[config.mk]
export PLATFORM = sky130hd
export DESIGN_NAME = fp_exp_align_norm_pipe
export DESIGN_NICKNAME = d
export VERILOG_FILES = /design/src/rtl/fp_exp_pkg.sv /design/src/rtl/exp_tag_fifo.sv /design/src/rtl/fp_exp_align_norm_pipe.sv
export SDC_FILE = /design/constraint.sdc
export NUM_CORES = 1
export LEC_CHECK = 0
export CAP_MARGIN = 0
export CORE_ASPECT_RATIO = 0.5
export CORE_MARGIN = 2
export CORE_UTILIZATION = 47
export CTS_CLUSTER_DIAMETER = 60
export DETAILED_ROUTE_END_ITERATION = 16
export HOLD_SLACK_MARGIN = 0.02
export PLACE_DENSITY = 0.76
export SLEW_MARGIN = 5
export SYNTH_ARGS = -nofsm -noshare
export SYNTH_HDL_FRONTEND = slang
export SYNTH_HIERARCHICAL = 1
export SYNTH_SLANG_ARGS = --single-unit
export TNS_END_PERCENT = 5
[constraint.sdc]
create_clock -name clk -period 2.19 [get_ports clk]
set_input_delay 0.5475 -clock clk [delete_from_list [all_inputs] [get_ports clk]]
set_output_delay 0.5475 -clock clk [all_outputs]
set_load 0.02 [all_outputs]
[src/rtl/fp_exp_pkg.sv]
// Shared definitions for the FP add/sub exponent datapath: normalisation
// direction encoding and the alignment-shift helper functions.
package fp_exp_pkg;

   // Direction of the normalisation correction applied to the larger exponent
   typedef enum logic {
      NORM_ADD = 1'b0,
      NORM_SUB = 1'b1
   } norm_dir_e;

   // Largest useful alignment shift: mantissa width plus guard, round and sticky
   function automatic int shift_max(input int man_w);
      return man_w + 3;
   endfunction

   // Clamp an exponent-difference magnitude to the largest useful shift
   function automatic int sat_shift(input int mag, input int smax);
      return (mag > smax) ? smax : mag;
   endfunction

endpackage

[src/rtl/exp_tag_fifo.sv]
// Small synchronous FIFO holding the larger exponent of each in-flight op
// until the mantissa path reports its normalisation count.
module exp_tag_fifo #(
   parameter int DEPTH = 4,
   parameter int W     = 3
) (
   input  logic                       clk,
   input  logic                       rst_n,
   input  logic                       push,
   input  logic [W-1:0]               push_data,
   input  logic                       pop,
   output logic [W-1:0]               pop_data,
   output logic                       full,
   output logic                       empty,
   output logic [$clog2(DEPTH+1)-1:0] count
);

   localparam int PTR_W = (DEPTH > 1) ? $clog2(DEPTH) : 1;
   localparam int CNT_W = $clog2(DEPTH + 1);

   logic [W-1:0]     mem [DEPTH];
   logic [PTR_W-1:0] wr_ptr;
   logic [PTR_W-1:0] rd_ptr;
   logic             do_push;
   logic             do_pop;

   // Pointers wrap at DEPTH, which need not be a power of two
   function automatic logic [PTR_W-1:0] wrap_inc(input logic [PTR_W-1:0] p);
      return (p == PTR_W'(DEPTH - 1)) ? '0 : p + 1'b1;
   endfunction

   assign full     = (count == CNT_W'(DEPTH));
   assign empty    = (count == '0);
   assign do_push  = push && !full;
   assign do_pop   = pop && !empty;
   assign pop_data = mem[rd_ptr];

   // Storage and pointer/occupancy bookkeeping; simultaneous push and pop keep the count
   always_ff @(posedge clk or negedge rst_n) begin
      if (!rst_n) begin
         for (int i = 0; i < DEPTH; i++) begin
            mem[i] <= '0;
         end
         wr_ptr <= '0;
         rd_ptr <= '0;
         count  <= '0;
      end else begin
         if (do_push) begin
            mem[wr_ptr] <= push_data;
            wr_ptr      <= wrap_inc(wr_ptr);
         end
         if (do_pop) begin
            rd_ptr <= wrap_inc(rd_ptr);
         end
         case ({do_push, do_pop})
            2'b10:   count <= count + 1'b1;
            2'b01:   count <= count - 1'b1;
            default: count <= count;
         endcase
      end
   end

endmodule

[src/rtl/fp_exp_align_norm_pipe.sv]
// Pipelined exponent datapath for the FP add/sub unit. The align side returns
// the exponent difference, swap flag and saturated alignment shift; the norm
// side pairs each returned normalisation count with the queued larger
// exponent and produces the final, saturated exponent.
module fp_exp_align_norm_pipe
   import fp_exp_pkg::*;
#(
   parameter int EXP_W = 3,
   parameter int MAN_W = 4,
   parameter int DEPTH = 4
) (
   input  logic                         clk,
   input  logic                         rst_n,
   input  logic                         a_valid,
   output logic                         a_ready,
   input  logic [EXP_W-1:0]             exp_a,
   input  logic [EXP_W-1:0]             exp_b,
   output logic                         al_valid,
   input  logic                         al_ready,
   output logic [EXP_W:0]               al_diff,
   output logic                         al_swap,
   output logic [$clog2(MAN_W+4)-1:0]   al_shift,
   input  logic                         n_valid,
   output logic                         n_ready,
   input  logic [EXP_W-1:0]             n_amt,
   input  logic                         n_dir,
   output logic                         y_valid,
   input  logic                         y_ready,
   output logic [EXP_W-1:0]             exp_y,
   output logic                         y_ovf,
   output logic                         y_unf,
   output logic [$clog2(DEPTH+1)-1:0]   pend_cnt
);

   localparam int SHIFT_MAX = shift_max(MAN_W);
   localparam int SH_W      = $clog2(SHIFT_MAX + 1);

   logic             fifo_full;
   logic             fifo_empty;
   logic [EXP_W-1:0] head_exp;
   logic             push;
   logic             pop;

   logic [EXP_W:0]   diff_c;
   logic             swap_c;
   logic [EXP_W-1:0] mag_c;
   logic [EXP_W-1:0] max_c;
   logic [SH_W-1:0]  shift_c;

   logic [EXP_W:0]   sum_c;
   logic [EXP_W:0]   sub_c;
   logic [EXP_W-1:0] res_c;
   logic             ovf_c;
   logic             unf_c;

   // A full FIFO blocks new ops even if the norm side pops this cycle
   assign a_ready = (!al_valid || al_ready) && !fifo_full;
   assign n_ready = !fifo_empty && (!y_valid || y_ready);
   assign push    = a_valid && a_ready;
   assign pop     = n_valid && n_ready;

   // Difference, swap and clamped shift; the larger exponent favours A on a tie
   always_comb begin
      diff_c  = {1'b0, exp_a} - {1'b0, exp_b};
      swap_c  = (exp_a < exp_b);
      mag_c   = swap_c ? (exp_b - exp_a) : (exp_a - exp_b);
      max_c   = swap_c ? exp_b : exp_a;
      shift_c = SH_W'(sat_shift(int'(mag_c), SHIFT_MAX));
   end

   // Align result register: loads on accept, clears once consumed with nothing new behind it
   always_ff @(posedge clk or negedge rst_n) begin
      if (!rst_n) begin
         al_valid <= 1'b0;
         al_diff  <= '0;
         al_swap  <= 1'b0;
         al_shift <= '0;
      end else if (push) begin
         al_valid <= 1'b1;
         al_diff  <= diff_c;
         al_swap  <= swap_c;
         al_shift <= shift_c;
      end else if (al_ready) begin
         al_valid <= 1'b0;
      end
   end

   exp_tag_fifo #(
      .DEPTH (DEPTH),
      .W     (EXP_W)
   ) u_fifo (
      .clk       (clk),
      .rst_n     (rst_n),
      .push      (push),
      .push_data (max_c),
      .pop       (pop),
      .pop_data  (head_exp),
      .full      (fifo_full),
      .empty     (fifo_empty),
      .count     (pend_cnt)
   );

   // Apply the normalisation count one bit wider so the carry/borrow flags saturation
   always_comb begin
      sum_c = {1'b0, head_exp} + {1'b0, n_amt};
      sub_c = {1'b0, head_exp} - {1'b0, n_amt};
      ovf_c = 1'b0;
      unf_c = 1'b0;
      res_c = sum_c[EXP_W-1:0];
      if (norm_dir_e'(n_dir) == NORM_SUB) begin
         if (sub_c[EXP_W]) begin
            unf_c = 1'b1;
            res_c = '0;
         end else begin
            res_c = sub_c[EXP_W-1:0];
         end
      end else if (sum_c[EXP_W]) begin
         ovf_c = 1'b1;
         res_c = '1;
      end
   end

   // Final exponent register with its saturation flags, held until downstream accepts
   always_ff @(posedge clk or negedge rst_n) begin
      if (!rst_n) begin
         y_valid <= 1'b0;
         exp_y   <= '0;
         y_ovf   <= 1'b0;
         y_unf   <= 1'b0;
      end else if (pop) begin
         y_valid <= 1'b1;
         exp_y   <= res_c;
         y_ovf   <= ovf_c;
         y_unf   <= unf_c;
      end else if (y_ready) begin
         y_valid <= 1'b0;
      end
   end

endmodule

# == Word level (Yosys, flattened, before mapping) ==
# Cells that the tools add are included.
# op_classes
muxes,22
reduce_logical,17
n_eq_ne,5
bitwise_logic,2
magnitude_cmp,4
add_sub_neg,9
n_div,0
n_shift,0
n_mul,0
# op_table
op,n
3-bit 2-to-1 mux,8
12-bit bitwise mux,1
1-bit 2-to-1 mux,8
3-bit by 3-bit subtractor with 4-bit output,2
1-bit logical AND,7
3-bit binary-select mux with 2-bit select,1
3-bit demux with 2-bit select,1
"2-bit equality test, second input constant",3
"3-bit >= comparator, second input constant",2
2-bit inverter with 3-bit output,2
3-bit case mux with 2 select lines,1
2-bit nonzero test,3
3-bit subtractor,2
"2-bit by 1-bit adder with 2-bit output, second input constant",2
3-bit by 3-bit adder with 4-bit output,1
1-bit zero test,4
2-bit 2-to-1 mux,2
"3-bit by 1-bit adder with 3-bit output, second input constant",1
"3-bit equality test, second input constant",1
3-bit zero test,1
"3-bit by 1-bit < comparator with 1-bit output, second input constant",1
3-bit < comparator,1
"3-bit by 1-bit subtractor with 3-bit output, second input constant",1
"2-bit by 1-bit equality test with 1-bit output, second input constant",1
1-bit logical OR,2
# totals
latchBits,0
romBits,0
memories,0
regBits,34
input_bits,16
out_inout_bits,20
word_cells,74
ram_bits,0

# == Depth between registers and ports, before layout ==
# Gate-level depths: netlist of the first run.
# depth
ltp_word,7
mapped_depth,11
mapped_depth_nobuf,10

# == By module ==
# The synthesis of the first run kept the hierarchy.
# modules_own_cells
mod,n_inst,seq_area_each_um2,area_per_inst_um2,cells_per_inst
fp_exp_align_norm_pipe,1,325.3,1002.2,100
exp_tag_fifo,1,475.5,957.2,70

# == Worst setup path after synthesis of the first run ==
# No wires, ideal clock.
# synth_path
path_kind,flip-flop to flip-flop
startpoint,register u_fifo.count[2]
endpoint,register u_fifo.count[2]
n_path_buf,1
setup_time_ns,0.080
period_less_slack_ns,2.414
stages_incl_launch_ff,12
path_slack_ns,-0.224
t_required_ns,2.110
arrival_time_ns,2.334
cell_sequence,dfrtp_1 -> nor3b_4 -> nand3b_2 -> buf_2 -> inv_1 -> nand2b_2 -> ha_1 -> inv_1 -> fa_1 -> xor2_1 -> nor2_1 -> xor2_1
# synth_via
elab_chain_cells,7
word_cells_on_any_way,16
classes_between,add/sub: 2; eq/ne: 3; mux: 1; reduce/logical: 10
# synth_lines
element,line,source
start: declaration,exp_tag_fifo.sv:15,output logic [$clog2(DEPTH+1)-1:0] count
start signal: assignment,exp_tag_fifo.sv:56,2'b10: count <= count + 1'b1;
start signal: assignment,exp_tag_fifo.sv:57,2'b01: count <= count - 1'b1;
start signal: assignment,exp_tag_fifo.sv:58,default: count <= count;
3-bit equality test *,exp_tag_fifo.sv:32,assign full = (count == CNT_W'(DEPTH));
via fifo_full,fp_exp_align_norm_pipe.sv:38,logic fifo_full;
1-bit zero test *,fp_exp_align_norm_pipe.sv:57,assign a_ready = (!al_valid || al_ready) && !fifo_full;
1-bit logical AND *,fp_exp_align_norm_pipe.sv:57,
1-bit logical AND *,fp_exp_align_norm_pipe.sv:59,assign push = a_valid && a_ready;
via push,fp_exp_align_norm_pipe.sv:41,logic push;
1-bit logical AND *,exp_tag_fifo.sv:34,assign do_push = push && !full;
2-bit by 1-bit equality test with 1-bit output or 2-bit equality test (tied branches),exp_tag_fifo.sv:55,"case ({do_push, do_pop})"
3-bit case mux with 2 select lines or 2-bit nonzero test (tied branches),n/a,
# The timed path passes the listed nets; every way through them passes the cells marked *.
# A chain may end at the register's enable or synchronous reset.

# == Worst setup path after layout of the first run ==
# layout_path
startpoint,register u_fifo.rd_ptr[0]
endpoint,register exp_y[2]
# layout_via
elab_chain_cells,7
word_cells_on_any_way,9
classes_between,add/sub: 2; mux: 6; bitwise: 1
# layout_lines
element,line,source
start: declaration,exp_tag_fifo.sv:23,logic [PTR_W-1:0] rd_ptr;
start signal: assignment,exp_tag_fifo.sv:53,rd_ptr <= wrap_inc(rd_ptr);
2-bit inverter with 3-bit output (not written as such) *,exp_tag_fifo.sv:36,assign pop_data = mem[rd_ptr];
3-bit binary-select mux with 2-bit select *,exp_tag_fifo.sv:36,
3-bit 2-to-1 mux (not written as such) * (2 in series),exp_tag_fifo.sv:36,
via head_exp[1],fp_exp_align_norm_pipe.sv:40,logic [EXP_W-1:0] head_exp;
3-bit by 3-bit adder with 4-bit output or 3-bit by 3-bit subtractor with 4-bit output (tied branches),"fp_exp_align_norm_pipe.sv:105, fp_exp_align_norm_pipe.sv:106",
3-bit 2-to-1 mux (on tied branches),"fp_exp_align_norm_pipe.sv:117, fp_exp_align_norm_pipe.sv:111",
3-bit 2-to-1 mux *,fp_exp_align_norm_pipe.sv:110,if (norm_dir_e'(n_dir) == NORM_SUB) begin
end signal: assignment,fp_exp_align_norm_pipe.sv:132,exp_y <= res_c;
end: declaration,fp_exp_align_norm_pipe.sv:29,"output logic [EXP_W-1:0] exp_y,"
# The timed path passes the listed nets; every way through them passes the cells marked *. The select of a mux whose other input is x is not followed.

==> flow_summary_export.csv, run 1 <==
group,metric,value,unit
timing,fin_skew,0.00204,ns
route,firstDrtPassIters,4,
global_routing,antenna_found_initial,0,
worst_setup_path,cp-start-kind,"flop",
global_routing,grt_pass1_wl,6540,µm
timing,fmax,0.473,GHz
floorplan,fp.coreArea,3940,µm²
yosys,syn_avg_cell_area,11.5,µm²
yosys,ys_async_sr_fraction,100,%
cells_and_area,final_area,2710,µm²
floorplan,die_x,95.3,µm
yosys,ys_seq_elements,32,
floorplan,initial_core_util,49.7,%
clocking,htreeDepth,2,
clocking,clk_root_buffer_cell,"clkbuf_8",
worst_setup_path,slowest_stage,"mux4_2",
yosys,synth.net_count,208,
cells_and_area,n_fill_cell,308,
timing,slew_viol_final,0,
timing,fin_crit_sh,96.5,%
worst_setup_path,cp_data_required_time,2.40,ns
worst_setup_path,end_kind,"flop",
cells_and_area,drive_above_1_share,32.6,%
yosys,synth_fa_ha_area_share,16.0,%
status,status,"completed",
cells_and_area,fin_cells,287,
placed_design,dp_cells,279,
placed_design,place_congestion,0.798,
pwr,p_leak,0.00126,µW
global_routing,grt_max_degree,33,
floorplan,die_h,49.7,µm
cells_and_area,layout_commonest_cell,"clkdlybuf4s50_1",
yosys,syn_area,1960,µm²
worst_setup_path,critical_path_arrival,2.32,ns
cells_and_area,seqCellArea,806,µm²
yosys,synthFlopType,"dfrtp_1",
timing,tns,0,ns
timing,layout_setup_ws,0.0776,ns
timing,worst_slew_pin_slew,0.402,ns
yosys,synth_top_family_by_area,"adder cells",
cells_and_area,final_cell_mix,"clkdlybuf4s50_1 (32), dfrtp_1 (28), buf_4 (24)",
floorplan,row_count,16,
clocking,clock_sinks,32,
hold_path,hp-class,"flop to flop",
timing,max_slew_margin,73.2,%
pwr,worst_ir_drop_vdd,0.495,mV
yosys,synth-simple-area-share,13.0,%
timing,setup_viol_count_final,0,
global_routing,gr-total-overflow,0,
cells_and_area,area_delta_synth_final,38.4,%
cells_and_area,fin_nets,270,
clocking,max-clock-path-buffers,2,
placed_design,placed_area,2560,µm²
global_routing,grt_pass1_vias,1408,
yosys,synth_compound_area_share,6.90,%
worst_setup_path,crit_path_max_fanout,4,
cells_and_area,post-route-util,68.8,%
timing,finalHoldViolCount,0,
route,routed_wl,3680,µm
yosys,synth_seq_area_share,40.9,%
route,ant_nets,0,
worst_setup_path,max_stage_delay,0.56,ns
clocking,cts.clk_slew.worst_paths,0.07,ns
cells_and_area,diodes,0,
clocking,clkLatencyLatePin,0.28,ns
route,vias,1400,
route,drc,0,
placed_design,place_ws,-0.350,ns
placed_design,dp_hpwl,2920,µm
clocking,cts_tree,"yes",
yosys,ys_types,38,
floorplan,io_pins,36,
timing,fin_crit,2.11,ns
route,vias_per_cell,4.88,
job,max_cap_violations,0,
worst_setup_path,path_cells,"mux4_2, ha_1, nand2b_1, a221oi_4, nor2_1, a31oi_1",
worst_setup_path,reg2reg_slack,0.08,ns
yosys,syn_inst,170,
cells_and_area,multi_input_area,1110,µm²
clocking,cts-buffers-inserted,5,
yosys,synth_mux_area_share,15.4,%
yosys,synth_xor_area_share,2.68,%
placed_design,port_buffers,35,
pwr,p_per_area,1420,nW/µm²
worst_setup_path,criticalPathCategory,"flop to flop",
clocking,cts_setup_buffers,0,
floorplan,die-area,4730,µm²
global_routing,grt_use_total,18.5,%
yosys,synth_edf_count,0,
route,wl_per_cell,12.8,µm
timing,rsz0062_at_grt,"yes",
yosys,synth_warnings,6,
route,drtIter0Drc,53,
[synth_stat cells (all sizes together), types with 2 or more instances]
library cell	count	share of area (%)
buf	4	1.4
dfrtp	32	41
fa	5	5.1
ha	17	11
inv	20	3.8
mux2	19	11
mux2i	2	1.0
mux4	3	3.4
nand2	12	2.3
nand2b	6	2.2
nand3b	2	0.96
nor2	16	3.2
nor2b	2	1.0
nor3	2	0.77
nor3b	3	2.0
o21ai	7	1.8
o2bb2ai	2	1.2
xnor2	3	1.3
xor2	3	1.3
[path summary, 6_finish.rpt]
| check | end | cells past startpoint | startpoint |
|---|---|---|---|
| max | exp_y[2] | 6 | u_fifo/rd_ptr[0] |
| min | exp_y[1] | 1 | exp_y[1] |
| max reg2reg | exp_y[2] | 6 | u_fifo/rd_ptr[0] |
| min reg2reg | exp_y[1] | 1 | exp_y[1] |
| max in group asynchronous | u_fifo/count[2] | 2 | rst_n |
| min in group asynchronous | al_diff[3] | 2 | rst_n |
[layer usage]
metal / up-vias / wire, µm / share of wire (%) / global-route usage, %
li1: 696 / - / - / -
met1: 667 / 1700 / 46 / 24.1
met5: - / 0 / 0 / 0
met4: 0 / 70 / 1.9 / 7.97
met2: 30 / 1760 / 48 / 29.3
met3: 7 / 155 / 4.2 / 4.89
[stage by stage]
step / total power [µW] / hold WS [ns]
after floorplan: 2460 / 0.252
after global placement: 3130 / 0.484
after detailed placement: 3230 / 0.484
after CTS: 3880 / 0.504
after global routing: 4190 / 0.515
final: 3860 / 0.501
[layout make-up]
cell class                 count  area share (%)
clock buffer                   7            3.55
clock inverter                 1            1.11
inverter                      20            2.86
multi-input combinational    114            40.8
sequential                    32            29.7
tap                           54            2.49
timing repair buffer          59            19.4
[state kept, by name (all words and copies together), names as in the netlist, 2 cells and up]
name / flops
u_fifo/count: 3
exp_y: 3
al_diff: 4
al_shift: 2
u_fifo/rd_ptr: 2
u_fifo/mem: 12
u_fifo/wr_ptr: 2
[power breakdown]
| group | switching, µW | internal [µW] | leakage, µW |
|---|---|---|---|
| Sequential | 222 | 890 | 0.000380 |
| Clock | 218 | 401 | 0.0000645 |
| Combinational | 977 | 1150 | 0.000817 |
[worst max-delay path, delay by kind of cell (launching register included)]
kind                     cells  cell delay [ns]
multiplexers                 1             0.56
AO/OA/AOI/OAI                2             0.47
flip-flops                   1             0.42
adder cells (fa/ha/maj)      1             0.32
AND/OR/NAND/NOR              2             0.26
[repair_timing]
item,4_1_cts,5_1_grt
resized for setup,5,7
hold buffers,0,0
endpoints found under the setup margin,8,19
pin swaps,1,4
[kinds of logic after synthesis]
logic type,count (synthesis)
multiplexers,24
buffers and inverters,24
AO/OA/AOI/OAI,17
flip-flops,32
adder cells (fa/ha/maj),22
AND/OR/NAND/NOR,45
XOR/XNOR,6
(Power assumes the default switching activity.)
==> inputs of run 2 (changes only) <==
--- a/config.mk
+++ b/config.mk
@@ -5,14 +5,15 @@
 export SDC_FILE = /design/constraint.sdc
 export NUM_CORES = 1
 export LEC_CHECK = 0
+export ABC_AREA = 1
 export CAP_MARGIN = 0
 export CORE_ASPECT_RATIO = 0.5
-export CORE_MARGIN = 2
-export CORE_UTILIZATION = 47
+export CORE_MARGIN = 1.5
+export CORE_UTILIZATION = 48
 export CTS_CLUSTER_DIAMETER = 60
 export DETAILED_ROUTE_END_ITERATION = 16
 export HOLD_SLACK_MARGIN = 0.02
-export PLACE_DENSITY = 0.76
+export PLACE_DENSITY = 0.77
 export SLEW_MARGIN = 5
 export SYNTH_ARGS = -nofsm -noshare
 export SYNTH_HDL_FRONTEND = slang
==> run 2 against run 1 <==
  * Register-to-register slack better by 0.08 ns
  * Clock power up 1%
  * Worst setup slack improved by 0.0047 ns
  * Cell count grew 28%
  * Clock skew is 0.0027 ns higher
  * Die area shrank 0.68%
  * Largest cell class unchanged
==> flow_summary_export.csv, run 2 <==
group,metric,value,unit
status,status,"completed",
cells_and_area,drive_above_1_share,17.3,%
cells_and_area,n_fill_cell,343,
worst_setup_path,r2r-start,"u_fifo/rd_ptr[0]",
clocking,clkLatencyLatePin,0.29,ns
cells_and_area,area_delta_synth_final,33.9,%
placed_design,placed_area,2610,µm²
timing,layout_setup_ws,0.0823,ns
cells_and_area,top_regs,"u_fifo/mem x12, al_diff x4",
placed_design,place_congestion,0.780,
clocking,htreeDepth,2,
global_routing,grt_use_total,21.2,%
global_routing,antenna_found_initial,0,
hold_path,hold_depth,2,
clocking,holdBufCountCts,0,
yosys,synth.largest_area_cell,"dfrtp_1",
route,wl_met3,200,µm
route,routed_wl,4340,µm
yosys,synth.area.top_cells,"dfrtp_1 (39%), nand2_1 (14%), ha_1 (10%), inv_1 (7.3%), fa_1 (4.9%)",
yosys,ys_async_sr_fraction,100,%
hold_path,hp-class,"flop to flop",
floorplan,row_count,16,
yosys,synth_most_common_cell,"nand2_1",
worst_setup_path,reg2reg_slack,0.16,ns
timing,max_slew_margin,72.9,%
worst_setup_path,r2r_end,"exp_y[1]",
timing,finalHoldViolCount,0,
route,wl_per_cell,11.9,µm
pwr,p_per_area,1420,nW/µm²
clocking,cts-buffers-inserted,5,
timing,fin_skew,0.00478,ns
route,ant_nets,0,
hold_path,hold_start,"u_fifo/mem[1]",
cells_and_area,largest_reg_flops,12,
cells_and_area,fin_nets,349,
cells_and_area,post-route-util,68.6,%
hold_path,min_to,"u_fifo/mem[1]",
clocking,cts.clk_slew.worst_paths,0.07,ns
yosys,syn_area,2050,µm²
cells_and_area,diodes,0,
global_routing,grt_pass1_vias,1794,
timing,setup_viol_count_final,0,
yosys,synth_seq_area_share,39.0,%
job,max_cap_violations,0,
yosys,ys_top_cells_by_count,"nand2_1 (75), inv_1 (40), dfrtp_1 (32)",
cells_and_area,largest_register,"u_fifo/mem",
route,drtIter0Drc,19,
timing,fin_crit,2.11,ns
global_routing,grt_max_degree,33,
floorplan,initial_core_util,51.2,%
global_routing,gr-total-overflow,0,
cells_and_area,layout_commonest_cell,"nand2_1",
yosys,ys_types,26,
yosys,syn_inst,255,
timing,fin_crit_sh,96.2,%
route,drc,0,
pwr,p_total,3890,µW
yosys,synth_edf_count,0,
pwr,p_leak,0.00143,µW
clocking,clock_sinks,32,
floorplan,die_x,95.5,µm
route,firstDrtPassIters,4,
worst_setup_path,end_kind,"output port",
yosys,ys_seq_elements,32,
yosys,synthFlopType,"dfrtp_1",
floorplan,fp.coreArea,4000,µm²
clocking,clk_root_buffer_cell,"clkbuf_8",
worst_setup_path,cp_data_required_time,1.64,ns
yosys,syn_avg_cell_area,8.05,µm²
yosys,synth.top_cell.area_share,39.0,%
yosys,synth.net_count,293,
timing,worst_slew_pin_slew,0.406,ns
global_routing,grt_pass1_wl,7470,µm
cells_and_area,final_area,2750,µm²
timing,fmax,0.474,GHz
placed_design,place_ws,-0.240,ns
pwr,worst_ir_drop_vdd,0.840,mV
worst_setup_path,criticalPathCategory,"primary input to output port",
timing,rsz0062_at_grt,"no",
route,routed-wl-met2,2090,µm
placed_design,dp_hpwl,3310,µm
route,wl_met1,1990,µm
clocking,cts_tree,"yes",
placed_design,port_buffers,35,
route,routed.top_layer,"met4",
clocking,max-clock-path-buffers,2,
worst_setup_path,crit_path_max_fanout,2,
floorplan,io_pins,36,
route,vias,1759,
worst_setup_path,critical_path_arrival,1.56,ns
yosys,synth_warnings,6,
floorplan,die_h,49.2,µm
floorplan,die-area,4700,µm²
timing,slew_viol_final,0,
worst_setup_path,r2r_cells,9,
route,vias_per_cell,4.81,
worst_setup_path,cp-start-kind,"primary input",
cells_and_area,final_cell_mix,"nand2_1 (70), inv_1 (38), clkdlybuf4s50_1 (33)",
run 2: worst max path at each step:
stage,to,startpoint,cells past startpoint
floorplan,u_fifo/count[1],u_fifo/count[0],13
global placement,n_ready,y_ready,6
detailed placement,u_fifo/count[2],y_ready,14
CTS,n_ready,u_fifo/count[0],7
global route,u_fifo/count[2],al_ready,13
finish,n_ready,y_ready,6
run 2: critical path: stages:
cell	delay [ns]
clkdlybuf4s50_1	0.46
inv_1	0.04
nand2_1	0.08
nand2_2	0.08
inv_1	0.05
dlygate4sd2_1	0.32
run 2: stage by stage:
step / hold WS (ns) / TNS [ns] / instances
after detailed placement: 0.462 / -2.08 / 358
after CTS: 0.480 / 0 / 366
after floorplan: 0.252 / 0 / 255
after global routing: 0.494 / 0 / 366
final: 0.476 / 0 / 366
after global placement: 0.453 / -1.39 / 358
run 2: cells by family (layout without fill, tap and decap cells):
| logic type | after synthesis | after routing | synth area share, % |
|---|---|---|---|
| adder cells (fa/ha/maj) | 22 | 22 | 15.2 |
| XOR/XNOR | 4 | 4 | 1.71 |
| buffers and inverters | 48 | 105 | 10.1 |
| AND/OR/NAND/NOR | 125 | 125 | 27.6 |
| AO/OA/AOI/OAI | 24 | 24 | 6.40 |
| flip-flops | 32 | 32 | 39.0 |
run 2: timing repair:
item | CTS | global route
buffers inserted | 0 | 0
gates resized for setup | 2 | 8
setup endpoints to repair | 2 | 5
pin swaps | 0 | 1
run 2: layout make-up:
class / instances / area [µm²] / area share (%)
clock buffer: 7 / 96.3 / 3.51
clock inverter: 1 / 30.0 / 1.09
inverter: 41 / 154 / 5.60
multi-input combinational: 175 / 1090 / 39.6
sequential: 32 / 806 / 29.3
tap: 54 / 67.6 / 2.46
timing repair buffer: 56 / 505 / 18.4
run 2: power by group:
part           total [µW]  leakage [µW]  switching, µW  internal (µW)
logic                2150      0.000976           1190            958
clock network         626     0.0000645            225            401
registers            1110      0.000392            240            874
total                3890       0.00143           1660           2230
run 2: per-layer routing:
layer / up-vias / global-route usage, %
met5: - / 0
met4: 0 / 9.07
met3: 5 / 6.07
met2: 41 / 37.1
met1: 795 / 24.1
li1: 918 / -
